### src/rtl/cp_ctrl_pkg.sv
// Shared types and class-field constants for the multi-cycle coprocessor control unit.
// Used by cp_ctrl_decode and cp_mc_control_unit.
package cp_ctrl_pkg;

  typedef enum logic [2:0] {
    IDLE   = 3'd0,
    DECODE = 3'd1,
    EXEC   = 3'd2,
    MEM    = 3'd3,
    WB     = 3'd4
  } state_t;

  // Class field is the top 6 opcode bits; ALU-immediate is any 10???? class
  localparam logic [1:0] CLS_ALU_IMM_PFX = 2'b10;
  localparam logic [5:0] OP_IMM   = 6'b110000;
  localparam logic [5:0] OP_REG1  = 6'b110001;
  localparam logic [5:0] OP_REG2  = 6'b110010;
  localparam logic [5:0] OP_LOAD  = 6'b110011;
  localparam logic [5:0] OP_STORE = 6'b110100;

  typedef struct packed {
    logic reg_src;
    logic reg_dst;
    logic alu_src1;
    logic alu_src2;
  } sel_t;

endpackage

### src/rtl/cp_ctrl_decode.sv
// Combinational class-field decode: datapath select bundle plus instruction-kind flags.
module cp_ctrl_decode
  import cp_ctrl_pkg::*;
#(
  parameter int MC_BIT = 3
) (
  input  logic [5:0] cls,
  output sel_t       sel,
  output logic       is_alu,
  output logic       is_mem,
  output logic       is_load,
  output logic       is_multicycle,
  output logic       is_illegal
);

  always_comb begin
    sel           = '0;
    is_alu        = 1'b0;
    is_mem        = 1'b0;
    is_load       = 1'b0;
    is_multicycle = 1'b0;
    is_illegal    = 1'b0;
    if (cls[5:4] == CLS_ALU_IMM_PFX) begin
      sel.alu_src2  = 1'b1;
      is_alu        = 1'b1;
      is_multicycle = cls[MC_BIT];
    end else begin
      case (cls)
        OP_IMM: begin
          sel.alu_src2 = 1'b1;
          is_alu       = 1'b1;
        end
        OP_REG1, OP_REG2: begin
          sel.reg_src  = 1'b1;
          sel.alu_src1 = 1'b1;
          is_alu       = 1'b1;
        end
        OP_LOAD: begin
          sel.reg_src = 1'b1;
          sel.reg_dst = 1'b1;
          is_mem      = 1'b1;
          is_load     = 1'b1;
        end
        OP_STORE: begin
          sel.reg_src = 1'b1;
          is_mem      = 1'b1;
        end
        default: is_illegal = 1'b1;
      endcase
    end
  end

endmodule

### src/rtl/cp_mc_control_unit.sv
// Multi-cycle coprocessor control unit: DECODE/EXEC/MEM/WB sequencing with ALU and memory waits.
// Optional performance counters enabled by defining CP_MC_PERF_CNT_EN.
module cp_mc_control_unit
  import cp_ctrl_pkg::*;
#(
  parameter int OPW      = 6,
  parameter int MC_BIT   = 3,
  parameter int WAIT_MAX = 15
) (
  input  logic           clk,
  input  logic           rst_n,
  input  logic           instr_valid,
  output logic           instr_ready,
  input  logic [OPW-1:0] opcode,
  output logic           alu_start,
  input  logic           alu_done,
  output logic           mem_req,
  input  logic           mem_ack,
  output logic [OPW-1:0] alu_opcode,
  output logic           reg_src,
  output logic           reg_dst,
  output logic           alu_src1,
  output logic           alu_src2,
  output logic           reg_write,
  output logic           mem_write,
  output logic           reg_write_from_mem,
  output logic           busy,
  output logic           illegal
`ifdef CP_MC_PERF_CNT_EN
  ,
  output logic [31:0]    retired_cnt,
  output logic [31:0]    stall_cnt
`endif
);

  localparam int CW = $clog2(WAIT_MAX + 1);
  localparam logic [CW-1:0] CNT_MAX = CW'(WAIT_MAX);

  state_t         state, next_state;
  logic [OPW-1:0] op_q;
  logic [CW-1:0]  wait_cnt;
  sel_t           sel_q, d_sel;
  logic           d_alu, d_mem, d_load, d_mc, d_illegal;
  logic           waiting, done_ev, timeout;

  // Latched opcode is stable from accept to the next accept, so decoding it live is safe
  cp_ctrl_decode #(
    .MC_BIT (MC_BIT)
  ) u_decode (
    .cls           (op_q[OPW-1 -: 6]),
    .sel           (d_sel),
    .is_alu        (d_alu),
    .is_mem        (d_mem),
    .is_load       (d_load),
    .is_multicycle (d_mc),
    .is_illegal    (d_illegal)
  );

  assign waiting = (state == EXEC && d_mc) || (state == MEM);
  assign done_ev = (state == EXEC && d_mc && alu_done) || (state == MEM && mem_ack);
  assign timeout = waiting && !done_ev && (wait_cnt == CNT_MAX);

  always_comb begin
    next_state = state;
    unique case (state)
      IDLE:   if (instr_valid) next_state = DECODE;
      DECODE: begin
        if (d_illegal)  next_state = IDLE;
        else if (d_alu) next_state = EXEC;
        else if (d_mem) next_state = MEM;
        else            next_state = IDLE;
      end
      EXEC: begin
        if (!d_mc || alu_done) next_state = WB;
        else if (timeout)      next_state = IDLE;
      end
      MEM: begin
        if (mem_ack)      next_state = d_load ? WB : IDLE;
        else if (timeout) next_state = IDLE;
      end
      WB:      next_state = IDLE;
      default: next_state = IDLE;
    endcase
  end

  always_ff @(posedge clk or negedge rst_n) begin
    if (!rst_n) begin
      state    <= IDLE;
      op_q     <= '0;
      wait_cnt <= '0;
      sel_q    <= '0;
    end else begin
      state <= next_state;
      if (state == IDLE && instr_valid) op_q <= opcode;
      if (next_state != state)                wait_cnt <= '0;
      else if (waiting && wait_cnt != CNT_MAX) wait_cnt <= wait_cnt + CW'(1);
      if (state == DECODE)          sel_q <= d_sel;
      else if (next_state == IDLE)  sel_q <= '0;
    end
  end

`ifdef CP_MC_PERF_CNT_EN
  always_ff @(posedge clk or negedge rst_n) begin
    if (!rst_n) begin
      retired_cnt <= '0;
      stall_cnt   <= '0;
    end else begin
      if (state == WB || (state == MEM && mem_ack && !d_load))
        retired_cnt <= retired_cnt + 32'd1;
      if (waiting && wait_cnt != '0)
        stall_cnt <= stall_cnt + 32'd1;
    end
  end
`endif

  // wait_cnt is zero only in the first EXEC cycle, which marks the start pulse
  assign alu_start          = (state == EXEC) && (wait_cnt == '0);
  assign instr_ready        = (state == IDLE);
  assign busy               = (state != IDLE);
  assign mem_req            = (state == MEM);
  assign mem_write          = (state == MEM) && !d_load;
  assign reg_write          = (state == WB) && !d_load;
  assign reg_write_from_mem = (state == WB) && d_load;
  assign illegal            = (state == DECODE && d_illegal) || timeout;
  assign alu_opcode         = op_q;
  assign reg_src            = sel_q.reg_src;
  assign reg_dst            = sel_q.reg_dst;
  assign alu_src1           = sel_q.alu_src1;
  assign alu_src2           = sel_q.alu_src2;

endmodule

### config.mk
export PLATFORM = sky130hd
export DESIGN_NAME = cp_mc_control_unit
export DESIGN_NICKNAME = d
export VERILOG_FILES = /design/src/rtl/cp_ctrl_pkg.sv /design/src/rtl/cp_ctrl_decode.sv /design/src/rtl/cp_mc_control_unit.sv
export SDC_FILE = /design/constraint.sdc
export NUM_CORES = 1
export LEC_CHECK = 0
export BUFFER_PORTS_ARGS = -buffer_cell sky130_fd_sc_hd__buf_2
export CAP_MARGIN = 20
export CELL_PAD_IN_SITES_DETAIL_PLACEMENT = 0
export CELL_PAD_IN_SITES_GLOBAL_PLACEMENT = 1
export CORE_ASPECT_RATIO = 1.75
export CORE_MARGIN = 5
export CORE_UTILIZATION = 42
export DETAILED_ROUTE_END_ITERATION = 6
export GPL_TIMING_DRIVEN = 0
export PLACE_DENSITY_LB_ADDON = 0.1
export SLEW_MARGIN = 20
export SYNTH_ARGS = -nofsm -noshare
export SYNTH_HDL_FRONTEND = slang
export SYNTH_SLANG_ARGS = --single-unit
### constraint.sdc
create_clock -name clk -period 5.1 [get_ports clk]
set_clock_uncertainty 0.1 [all_clocks]
set_input_delay 0.255 -clock clk [delete_from_list [all_inputs] [get_ports clk]]
set_output_delay 0.255 -clock clk [all_outputs]
set_load 0.005 [all_outputs]
* Word level (Yosys, flattened, before mapping)
Index checks and enable logic that the tools add are counted.
** Word-level totals
- Register bits :: 17
- Input bits :: 11
- Word-level logic and storage cells :: 78
** Operators by class
- Add/subtract/negate cells :: 1
- Equal/unequal tests :: 13
- Muxes and demuxes :: 27
- Reductions and logical operators :: 30
** Operators by type and width (number)
- equality test 6 bit (second input constant) :: 5
- two-way mux 3 bit :: 6
- two-way mux 4 bit :: 4
- two-way mux 1 bit :: 13
- logical AND 1 bit :: 12
- one-hot mux 3 bit (4 select lines) :: 1
- equality test 3 x 2 -> 1 bit (second input constant) :: 2
- zero test 3 bit :: 2
- two-way mux 2 bit :: 3
- OR reduction 5 bit :: 1
- adder 4 x 1 -> 4 bit (second input constant) :: 1
- equality test 4 bit (second input constant) :: 1
- zero test 4 bit :: 1
- logical OR 1 bit :: 4
- inequality test 4 bit (second input constant) :: 1
- nonzero test 2 bit :: 2
- OR reduction 2 bit :: 2
- OR reduction 4 bit :: 1
- equality test 3 x 1 -> 1 bit (second input constant) :: 1
- equality test 3 bit (second input constant) :: 1
- zero test 1 bit :: 3
- inequality test 3 bit :: 1
- nonzero test 3 bit :: 1
- OR reduction 3 bit :: 1
- equality test 2 bit (second input constant) :: 1

* Depth between registers and ports, before layout
Gate-level depths: netlist of run 1.
- Depth after elaboration :: 14
- Mapped depth :: 8
- Gate-level depth less buffers :: 6

* Cells and area by module
A second synthesis of run 1 with hierarchy kept.
** Second synthesis, totals
- Cell total of the unflattened synthesis :: 118
- Area, all modules :: 1173.6 sq um
** Modules (own cells, without submodules)
- cp_mc_control_unit :: times used 1, cells each 95, area an instance 1016.0 sq um
- cp_ctrl_decode :: times used 1, cells each 23, area an instance 157.7 sq um

* Worst setup path after synthesis of run 1
Ideal clock, no wire load.
- Kind :: register -> register
- From :: register state[0]
- To :: register sel_q (netlist bit alu_src2)
- Library setup time :: 0.135 ns
- Arrival :: 1.483 ns
- Path slack :: 3.382 ns
- Stages on the path, launching flop included :: 5
- Path buffers :: 1
- Clock period less this slack :: 1.718 ns
- Cells stage by stage :: dfrtp_1 > clkbuf_1 > mux2_2 > a2111oi_4 > o211ai_2
** On the way
- Longest elaborated chain between the ends :: 12
- Elaborated cells between the ends (all ways) :: 20
- Classes of those cells :: eq/ne (3); mux (6); reduce/logical (11)
** RTL lines
- start, declared :: line cp_mc_control_unit.sv:39 : state_t state, next_state;
- start signal, assigned :: line cp_mc_control_unit.sv:93 : state <= next_state;
- equality test 3 x 2 -> 1 bit :: line cp_mc_control_unit.sv:59, cp_mc_control_unit.sv:60, cp_mc_control_unit.sv:65
- logical AND 1 bit :: line cp_mc_control_unit.sv:59, cp_mc_control_unit.sv:60
- logical AND 1 bit :: line cp_mc_control_unit.sv:60 : assign done_ev = (state == EXEC && d_mc && alu_done) || (state == MEM && mem_ack);
- logical OR 1 bit :: line cp_mc_control_unit.sv:60
- zero test 1 bit :: line cp_mc_control_unit.sv:61 : assign timeout = waiting && !done_ev && (wait_cnt == CNT_MAX);
- logical AND 1 bit (2 in a row) :: line cp_mc_control_unit.sv:61
- two-way mux 3 bit :: line cp_mc_control_unit.sv:75, cp_mc_control_unit.sv:79
- two-way mux 3 bit, on equally long branches :: line cp_mc_control_unit.sv:78, cp_mc_control_unit.sv:74
- one-hot mux 3 bit (4 select lines) :: line cp_mc_control_unit.sv:65 : unique case (state)
- zero test 3 bit :: line cp_mc_control_unit.sv:98 : else if (next_state == IDLE) sel_q <= '0;
- nonzero test 2 bit (no line)
- end signal, assigned :: line cp_mc_control_unit.sv:97 : if (state == DECODE) sel_q <= d_sel;
- end, declared :: line cp_mc_control_unit.sv:42 : sel_t sel_q, d_sel;
Parallel ways exist; a longest one is shown, timed or not.
A chain may end at the register's enable or synchronous reset.

* Worst setup path after layout of run 1
- From :: register state[0]
- To :: output port illegal
** On the way
- Longest elaborated chain between the ends :: 8
- Elaborated cells between the ends (all ways) :: 13
- Classes of those cells :: eq/ne (3); reduce/logical (10)
** RTL lines
- equality test 3 x 2 -> 1 bit :: line cp_mc_control_unit.sv:59, cp_mc_control_unit.sv:60
- logical AND 1 bit :: line cp_mc_control_unit.sv:59, cp_mc_control_unit.sv:60
- logical AND 1 bit :: line cp_mc_control_unit.sv:60
- logical OR 1 bit :: line cp_mc_control_unit.sv:60
- zero test 1 bit :: line cp_mc_control_unit.sv:61
- logical AND 1 bit (2 in a row) :: line cp_mc_control_unit.sv:61
- logical OR 1 bit (*) :: line cp_mc_control_unit.sv:124 : assign illegal = (state == DECODE && d_illegal) || timeout;
- end, declared :: line cp_mc_control_unit.sv:28 : output logic illegal
Every way passes the cells marked *; elsewhere a longest branch is shown, timed or not.

==> load_flow_metrics.sql, run 1 <==
INSERT INTO impl_metrics (metric_group, metric, value, unit) VALUES
('run_status', 'status', 'finished clean', ''),
('timing', 'setup_tns', '0', 'ps'),
('placement', 'dp_cells', '161', ''),
('timing', 'hold_slack', '125', 'ps'),
('clock_network', 'clkTransAtPathRegs', '70', 'ps'),
('detailed_routing', 'drt_pre_antenna_iters', '4', ''),
('synthesis', 'synthDistinctLibCells', '43', ''),
('placement', 'numPortBuffers', '28', ''),
('global_routing', 'first_global_vias', '927', ''),
('timing', 'setup_viol_count_final', '0', ''),
('power', 'p_sw_share', '43.1', '%'),
('timing', 'max_slew_margin', '47.5', '%'),
('power', 'power_switching', '0.315', 'mW'),
('clock_network', 'clock_tree_from_tritoncts', 'built', ''),
('global_routing', 'grt_first_pass_wirelength', '4420', 'microns'),
('detailed_routing', 'drt-total-wl', '2530', 'microns'),
('detailed_routing', 'drt-wirelength-per-cell', '15.2', 'microns'),
('detailed_routing', 'viasPerCell', '5.69', ''),
('synthesis', 'postSynthNetCount', '120', ''),
('timing', 'rsz0062_at_grt', 'false', ''),
('placement', 'detailedPlacementHpwl', '1970', 'microns'),
('synthesis', 'yosys-top-cells-count', 'dfrtp_1, nand2_1, mux2_2, nor2_1, inv_1', ''),
('timing', 'layout_worst_path_cycle_share', '41.6', '%'),
('synthesis', 'yosys.area.top_type_share', '39.3', '%'),
('power', 'power_frac_comb', '53.8', '%'),
('global_routing', 'grt_use_total', '14.9', '%'),
('worst_hold_path', 'hold_class', 'in2reg', ''),
('critical_path', 'crit_path_end_kind', 'output pin', ''),
('power', 'seq_power_share', '32.3', '%'),
('finish', 'filler_cell_count', '251', ''),
('finish', 'finalInstanceArea', '1310', 'sq um'),
('die', 'die-width', '48.4', 'microns'),
('clock_network', 'cts-root-to-sink-buffers', '2', ''),
('critical_path', 'worstPathRequired', '4740', 'ps'),
('timing', 'min_cycle_time_layout', '2120', 'ps'),
('clock_network', 'skew_pair_late_insertion_delay', '260', 'ps'),
('timing', 'report.final.hold_viol_count', '0', ''),
('synthesis', 'postSynthCellCount', '107', ''),
('synthesis', 'synthTopCellsByArea', 'dfrtp_1, mux2_2, nand2_1', ''),
('power', 'internal_power_contribution', '0.416', 'mW'),
('synthesis', 'postSynth.topFlopCell', 'dfrtp_1', ''),
('die', 'placeableCoreArea', '2490', 'sq um'),
('critical_path', 'worstPathCellList', 'clkbuf_1 -> mux2_2 -> a32o_1 -> buf_2', ''),
('placement', 'placement.setup.worst_slack', '3100', 'ps'),
('die', 'die_y', '77.2', 'microns'),
('critical_path', 'start_to_end_type_of_the_worst_setup_path', 'reg2out', ''),
('power', 'power_frac_clock', '14.0', '%'),
('clock_network', 'ctsRootBufferMaster', 'clkbuf_8', ''),
('die', 'start_util', '43.4', '%'),
('finish', 'finalNonFillerCells', '166', ''),
('detailed_routing', 'antenna_violating_nets_post_route', '0', ''),
('synthesis', 'ys_seq_elements', '17', ''),
('critical_path', 'arrival', '1770', 'ps'),
('critical_path', 'path_max_fanout', '10', ''),
('detailed_routing', 'number_of_vias_after_detailed_routing', '945', ''),
('critical_path', 'timing.critical_path.from_type', 'flop', ''),
('placement', 'dpl-instance-area', '1250', 'sq um'),
('placement', 'routabilityCongestion', '0.820', ''),
('finish', 'final_nets', '154', ''),
('finish', 'postLayoutCoreUtil', '52.6', '%'),
('timing', 'postLayoutSetupSlackWorst', '2980', 'ps'),
('die', 'site_row_count', '24', ''),
('detailed_routing', 'drtIter0Drc', '21', ''),
('critical_path', 'critical_path.max_stage_delay', '440', 'ps'),
('synthesis', 'synth_edf_count', '0', ''),
('finish', 'antennaDiodeCount', '0', ''),
('clock_network', 'cts_sinks', '17', ''),
('synthesis', 'postSynthAreaPerCell', '10.1', 'sq um'),
('synthesis', 'synth-seq-area-share', '39.3', '%'),
('synthesis', 'synthesis.yosys.warnings', '0', ''),
('timing', 'maxClockFrequency', '471', 'MHz');
## layer usage
layer	track usage (%)	part of all wire, %	up-vias
li1	-	-	462
met1	16.8	41	448
met2	25.7	50	30
met3	3.49	6.4	5
met4	6.65	1.9	0
met5	0	0	-
## sequential cells by signal (all words and copies together), names as in the netlist
| name | count |
|---|---|
| alu_opcode | 6 |
| wait_cnt | 4 |
| state | 3 |
| alu_src1 | 1 |
| alu_src2 | 1 |
| reg_dst | 1 |
| reg_src | 1 |
## final timing paths
| check | from | end | slack [ps] | depth (start not counted) |
|---|---|---|---|---|
| max | state[0] | illegal | 2980 | 4 |
| min reg2reg | alu_src1 | alu_src1 | 430 | 2 |
| max in group asynchronous | rst_n | reg_dst | 4280 | 2 |
| min | opcode[3] | alu_opcode[3] | 130 | 2 |
| max reg2reg | alu_opcode[3] | alu_src2 | 3030 | 4 |
| min in group asynchronous | rst_n | state[1] | 340 | 2 |
## cell families (layout without fill, tap and decap cells)
| logic type | count (synthesis) | after routing | synth area share [%] |
|---|---|---|---|
| compound gates | 22 | 22 | 18.2 |
| mux | 9 | 9 | 9.13 |
| xor+xnor | 2 | 2 | 1.62 |
| fa+ha+maj | 2 | 2 | 2.31 |
| simple gates | 45 | 45 | 24.3 |
| buf+inv | 10 | 43 | 5.20 |
| flops | 17 | 17 | 39.3 |
## cell type report
| cell class | instances | area, sq um | area share (%) |
|---|---|---|---|
| multi-input combinational | 80 | 601 | 45.8 |
| sequential | 17 | 425 | 32.4 |
| timing repair buffer | 29 | 150 | 11.5 |
| clock buffer | 3 | 41.3 | 3.15 |
| buffer | 4 | 33.8 | 2.58 |
| tap | 26 | 32.5 | 2.48 |
| inverter | 6 | 22.5 | 1.72 |
| clock inverter | 1 | 5.00 | 0.382 |
## power groups by stage
stage,clock network [mW],logic (mW),registers [mW]
floorplan,0,0.275,0.229
finish,0.102,0.393,0.236
global placement,0,0.394,0.235
detailed placement,0,0.397,0.238
CTS,0.105,0.398,0.236
global route,0.112,0.436,0.248
## what timing repair did
action / CTS / global route
gates resized for setup: 0 / 0
endpoints found under the hold margin: 17 / 0
setup buffers: 0 / 0
hold buffers: 1 / 0
## critical path: cells and delay by family, from the launching register on
family | cells | cell delay (ps)
buffers and inverters | 2 | 450
multiplexers | 1 | 440
AO/OA/AOI/OAI | 1 | 250
flip-flops | 1 | 370
## layout by cell type, fill, tap and decap left out, types with 3 or more instances in the layout
| master | n |
|---|---|
| a41oi_1 | 3 |
| and2_1 | 3 |
| buf_2 | 28 |
| clkbuf_8 | 3 |
| dfrtp_1 | 17 |
| inv_1 | 5 |
| mux2_2 | 7 |
| nand2_1 | 8 |
| nand3_1 | 4 |
| nand3b_1 | 3 |
| nor2_1 | 7 |
| nor3_1 | 4 |
| o211ai_1 | 3 |
| o21ai_0 | 3 |
| o21ai_1 | 3 |
Note: power is estimated with default switching activity, not from simulation.
==> run 2: changes to the inputs <==
--- a/config.mk
+++ b/config.mk
@@ -11,7 +11,7 @@
 export CELL_PAD_IN_SITES_GLOBAL_PLACEMENT = 1
 export CORE_ASPECT_RATIO = 1.75
 export CORE_MARGIN = 5
-export CORE_UTILIZATION = 42
+export CORE_UTILIZATION = 39
 export DETAILED_ROUTE_END_ITERATION = 6
 export GPL_TIMING_DRIVEN = 0
 export PLACE_DENSITY_LB_ADDON = 0.1
==> constraint.sdc (replaced) <==
create_clock -name clk -period 2.1 [get_ports clk]
set_clock_uncertainty 0.1 [all_clocks]
set_input_delay 0.105 -clock clk [delete_from_list [all_inputs] [get_ports clk]]
set_output_delay 0.105 -clock clk [all_outputs]
set_load 0.005 [all_outputs]
==> run 2 against run 1 <==
- final area is 5.2% higher
- power rose by 140%
- sequential power up 140%
- routed wire length increased by 4.2%
- critical path depth unchanged
- register-to-register slack got worse by 2900 ps
- critical path type unchanged
- worst hold slack better by 84 ps
==> load_flow_metrics.sql, run 2 (synthesized netlist as in run 1, its figures left out) <==
INSERT INTO impl_metrics (metric_group, metric, value, unit) VALUES
('run_status', 'status', 'finished clean', ''),
('finish', 'antennaDiodeCount', '0', ''),
('timing', 'setup_viol_count_final', '0', ''),
('flow_run', 'timing.max_cap.violations', '0', ''),
('timing', 'max_slew_margin', '72.0', '%'),
('critical_path', 'cpLargestDelayFamily', 'buffers and inverters', ''),
('critical_path', 'path_depth', '4', ''),
('die', 'die_y', '79.7', 'microns'),
('critical_path', 'critPathCapture', 'illegal', ''),
('critical_path', 'slowest_stage', 'mux2_2', ''),
('global_routing', 'first_global_vias', '938', ''),
('critical_path', 'worst_setup_path_startpoint', 'state[0]', ''),
('timing', 'setup_tns', '0', 'ps'),
('power', 'power-per-cell-area', '1300', 'nW/um^2'),
('global_routing', 'grt_use_total', '14.5', '%'),
('timing', 'report.final.hold_viol_count', '0', ''),
('critical_path', 'reg2reg_from', 'state[0]', ''),
('clock_network', 'clock_tree_from_tritoncts', 'built', ''),
('die', 'pin_count', '29', ''),
('finish', 'final_nets', '160', ''),
('critical_path', 'r2r_setup_slack', '170', 'ps'),
('die', 'site_row_count', '25', ''),
('clock_network', 'skew_pair_late_insertion_delay', '250', 'ps'),
('critical_path', 'critical_path.max_stage_delay', '430', 'ps'),
('worst_hold_path', 'hold_class', 'in2async', ''),
('detailed_routing', 'number_of_vias_after_detailed_routing', '972', ''),
('detailed_routing', 'drt-wirelength-per-cell', '15.2', 'microns'),
('timing', 'maxClockFrequency', '501', 'MHz'),
('finish', 'layout-drive-gt1-share', '33.6', '%'),
('global_routing', 'largest_net_degree_at_the_start_of_global_routing', '18', ''),
('placement', 'routabilityCongestion', '0.786', ''),
('clock_network', 'cts_htree_levels', '1', ''),
('clock_network', 'ctsRootBufferMaster', 'clkbuf_8', ''),
('global_routing', 'antenna_found_initial', '0', ''),
('detailed_routing', 'drt_drc_violations_left', '0', ''),
('power', 'power_switching', '0.765', 'mW'),
('timing', 'finalMaxSlewViolations', '0', ''),
('placement', 'dp_cells', '162', ''),
('power', 'p_sw_share', '42.8', '%'),
('critical_path', 'worstPathRequired', '1890', 'ps'),
('finish', 'mostFrequentLayoutCell', 'buf_2', ''),
('power', 'power.total', '1.79', 'mW'),
('timing', 'max_slew.worst_pin.slew', '420', 'ps'),
('power', 'seq_power_share', '32.0', '%'),
('timing', 'min_cycle_time_layout', '2000', 'ps'),
('detailed_routing', 'viasPerCell', '5.62', ''),
('detailed_routing', 'drtIter0Drc', '28', ''),
('finish', 'filler_cell_count', '259', ''),
('die', 'die-area', '3970', 'sq um'),
('timing', 'layout_worst_path_cycle_share', '95.1', '%'),
('detailed_routing', 'drt_pre_antenna_iters', '4', ''),
('detailed_routing', 'drt-total-wl', '2630', 'microns'),
('clock_network', 'cts_sinks', '17', ''),
('critical_path', 'crit-reg2reg-capture', 'alu_src2', ''),
('die', 'placeableCoreArea', '2690', 'sq um'),
('clock_network', 'tritoncts_buffers', '3', ''),
('critical_path', 'critPathBufInv', '2', ''),
('critical_path', 'start_to_end_type_of_the_worst_setup_path', 'reg2out', ''),
('timing', 'rsz0062_at_grt', 'false', ''),
('die', 'start_util', '40.2', '%'),
('placement', 'dpl-instance-area', '1260', 'sq um'),
('power', 'maximum_vdd_drop', '0.685', 'mV'),
('finish', 'largest_register_ffs', '6', ''),
('global_routing', 'grt_first_pass_wirelength', '4490', 'microns'),
('power', 'total_leakage_power', '0.643', 'nW'),
('clock_network', 'clkTransAtPathRegs', '70', 'ps'),
('clock_network', 'cts-root-to-sink-buffers', '2', ''),
('finish', 'area_growth_syn_to_layout', '27.4', '%'),
('placement', 'detailedPlacementHpwl', '2010', 'microns'),
('global_routing', 'grt.overflow.total', '0', ''),
('die', 'die-width', '49.8', 'microns'),
('critical_path', 'arrival', '1790', 'ps'),
('finish', 'layout.cells.most_common_list', 'buf_2, dfrtp_1, nand2_1', ''),
('detailed_routing', 'antenna_violating_nets_post_route', '0', ''),
('critical_path', 'reg2reg_depth', '4', ''),
('timing', 'hold_slack', '209', 'ps'),
('critical_path', 'timing.critical_path.from_type', 'flop', ''),
('power', 'internal_power_contribution', '1.02', 'mW'),
('power', 'power_frac_clock', '13.7', '%'),
('placement', 'numPortBuffers', '28', ''),
('finish', 'finalNonFillerCells', '173', ''),
('power', 'power_frac_comb', '54.3', '%'),
('finish', 'finalInstanceArea', '1380', 'sq um'),
('critical_path', 'crit_path_end_kind', 'output pin', ''),
('critical_path', 'path_max_fanout', '10', ''),
('critical_path', 'worstPathCellList', 'clkbuf_1 -> mux2_2 -> a32o_1 -> buf_2', '');
[run 2: worst min-delay path by stage]
stage                     startpoint             to  slack, ps  cells after the start
final                          rst_n       state[2]        210                      2
after global routing           rst_n    wait_cnt[2]        250                      2
after CTS                      rst_n    wait_cnt[2]        220                      2
after detailed placement       rst_n       state[2]        -40                      1
after global placement         rst_n       state[2]        -50                      1
after floorplan                rst_n  alu_opcode[0]       -290                      0
[run 2: power groups by stage]
| stage | clock, mW | combinational (mW) | sequential [mW] |
|---|---|---|---|
| finish | 0.245 | 0.972 | 0.573 |
| global route | 0.273 | 1.07 | 0.604 |
| CTS | 0.257 | 0.979 | 0.572 |
| detailed placement | 0 | 0.966 | 0.578 |
| global placement | 0 | 0.956 | 0.573 |
| floorplan | 0 | 0.668 | 0.557 |
[run 2: metal layers]
| layer | up-vias | part of all wire [%] | track usage (%) |
|---|---|---|---|
| met5 | - | 0 | 0 |
| met4 | 0 | 0.95 | 6.30 |
| met3 | 2 | 4.5 | 2.99 |
| met2 | 22 | 55 | 25.3 |
| met1 | 473 | 40 | 16.7 |
| li1 | 475 | - | - |
[run 2: cell type report]
type / instances / area, sq um / share of cell area [%]
multi-input combinational: 80 / 608 / 44.1
sequential: 17 / 425 / 30.9
timing repair buffer: 35 / 210 / 15.2
clock buffer: 4 / 45.0 / 3.27
buffer: 4 / 33.8 / 2.45
tap: 27 / 33.8 / 2.45
inverter: 6 / 22.5 / 1.63
[run 2: through the flow]
step | worst slack [ps] | util (%)
after global routing | 19.2 | 51.3
after floorplan | 382 | -
after detailed placement | 88.5 | 46.7
final | 102 | 51.3
after CTS | 79.6 | 51.0
after global placement | 118 | 46.7
[run 2: what timing repair did]
item                       4_1_cts  5_1_grt
hold endpoints to repair        23        0
hold buffers                     7        0
setup endpoints to repair        0        3
buffers inserted                 0        0
gates resized for setup          0        1
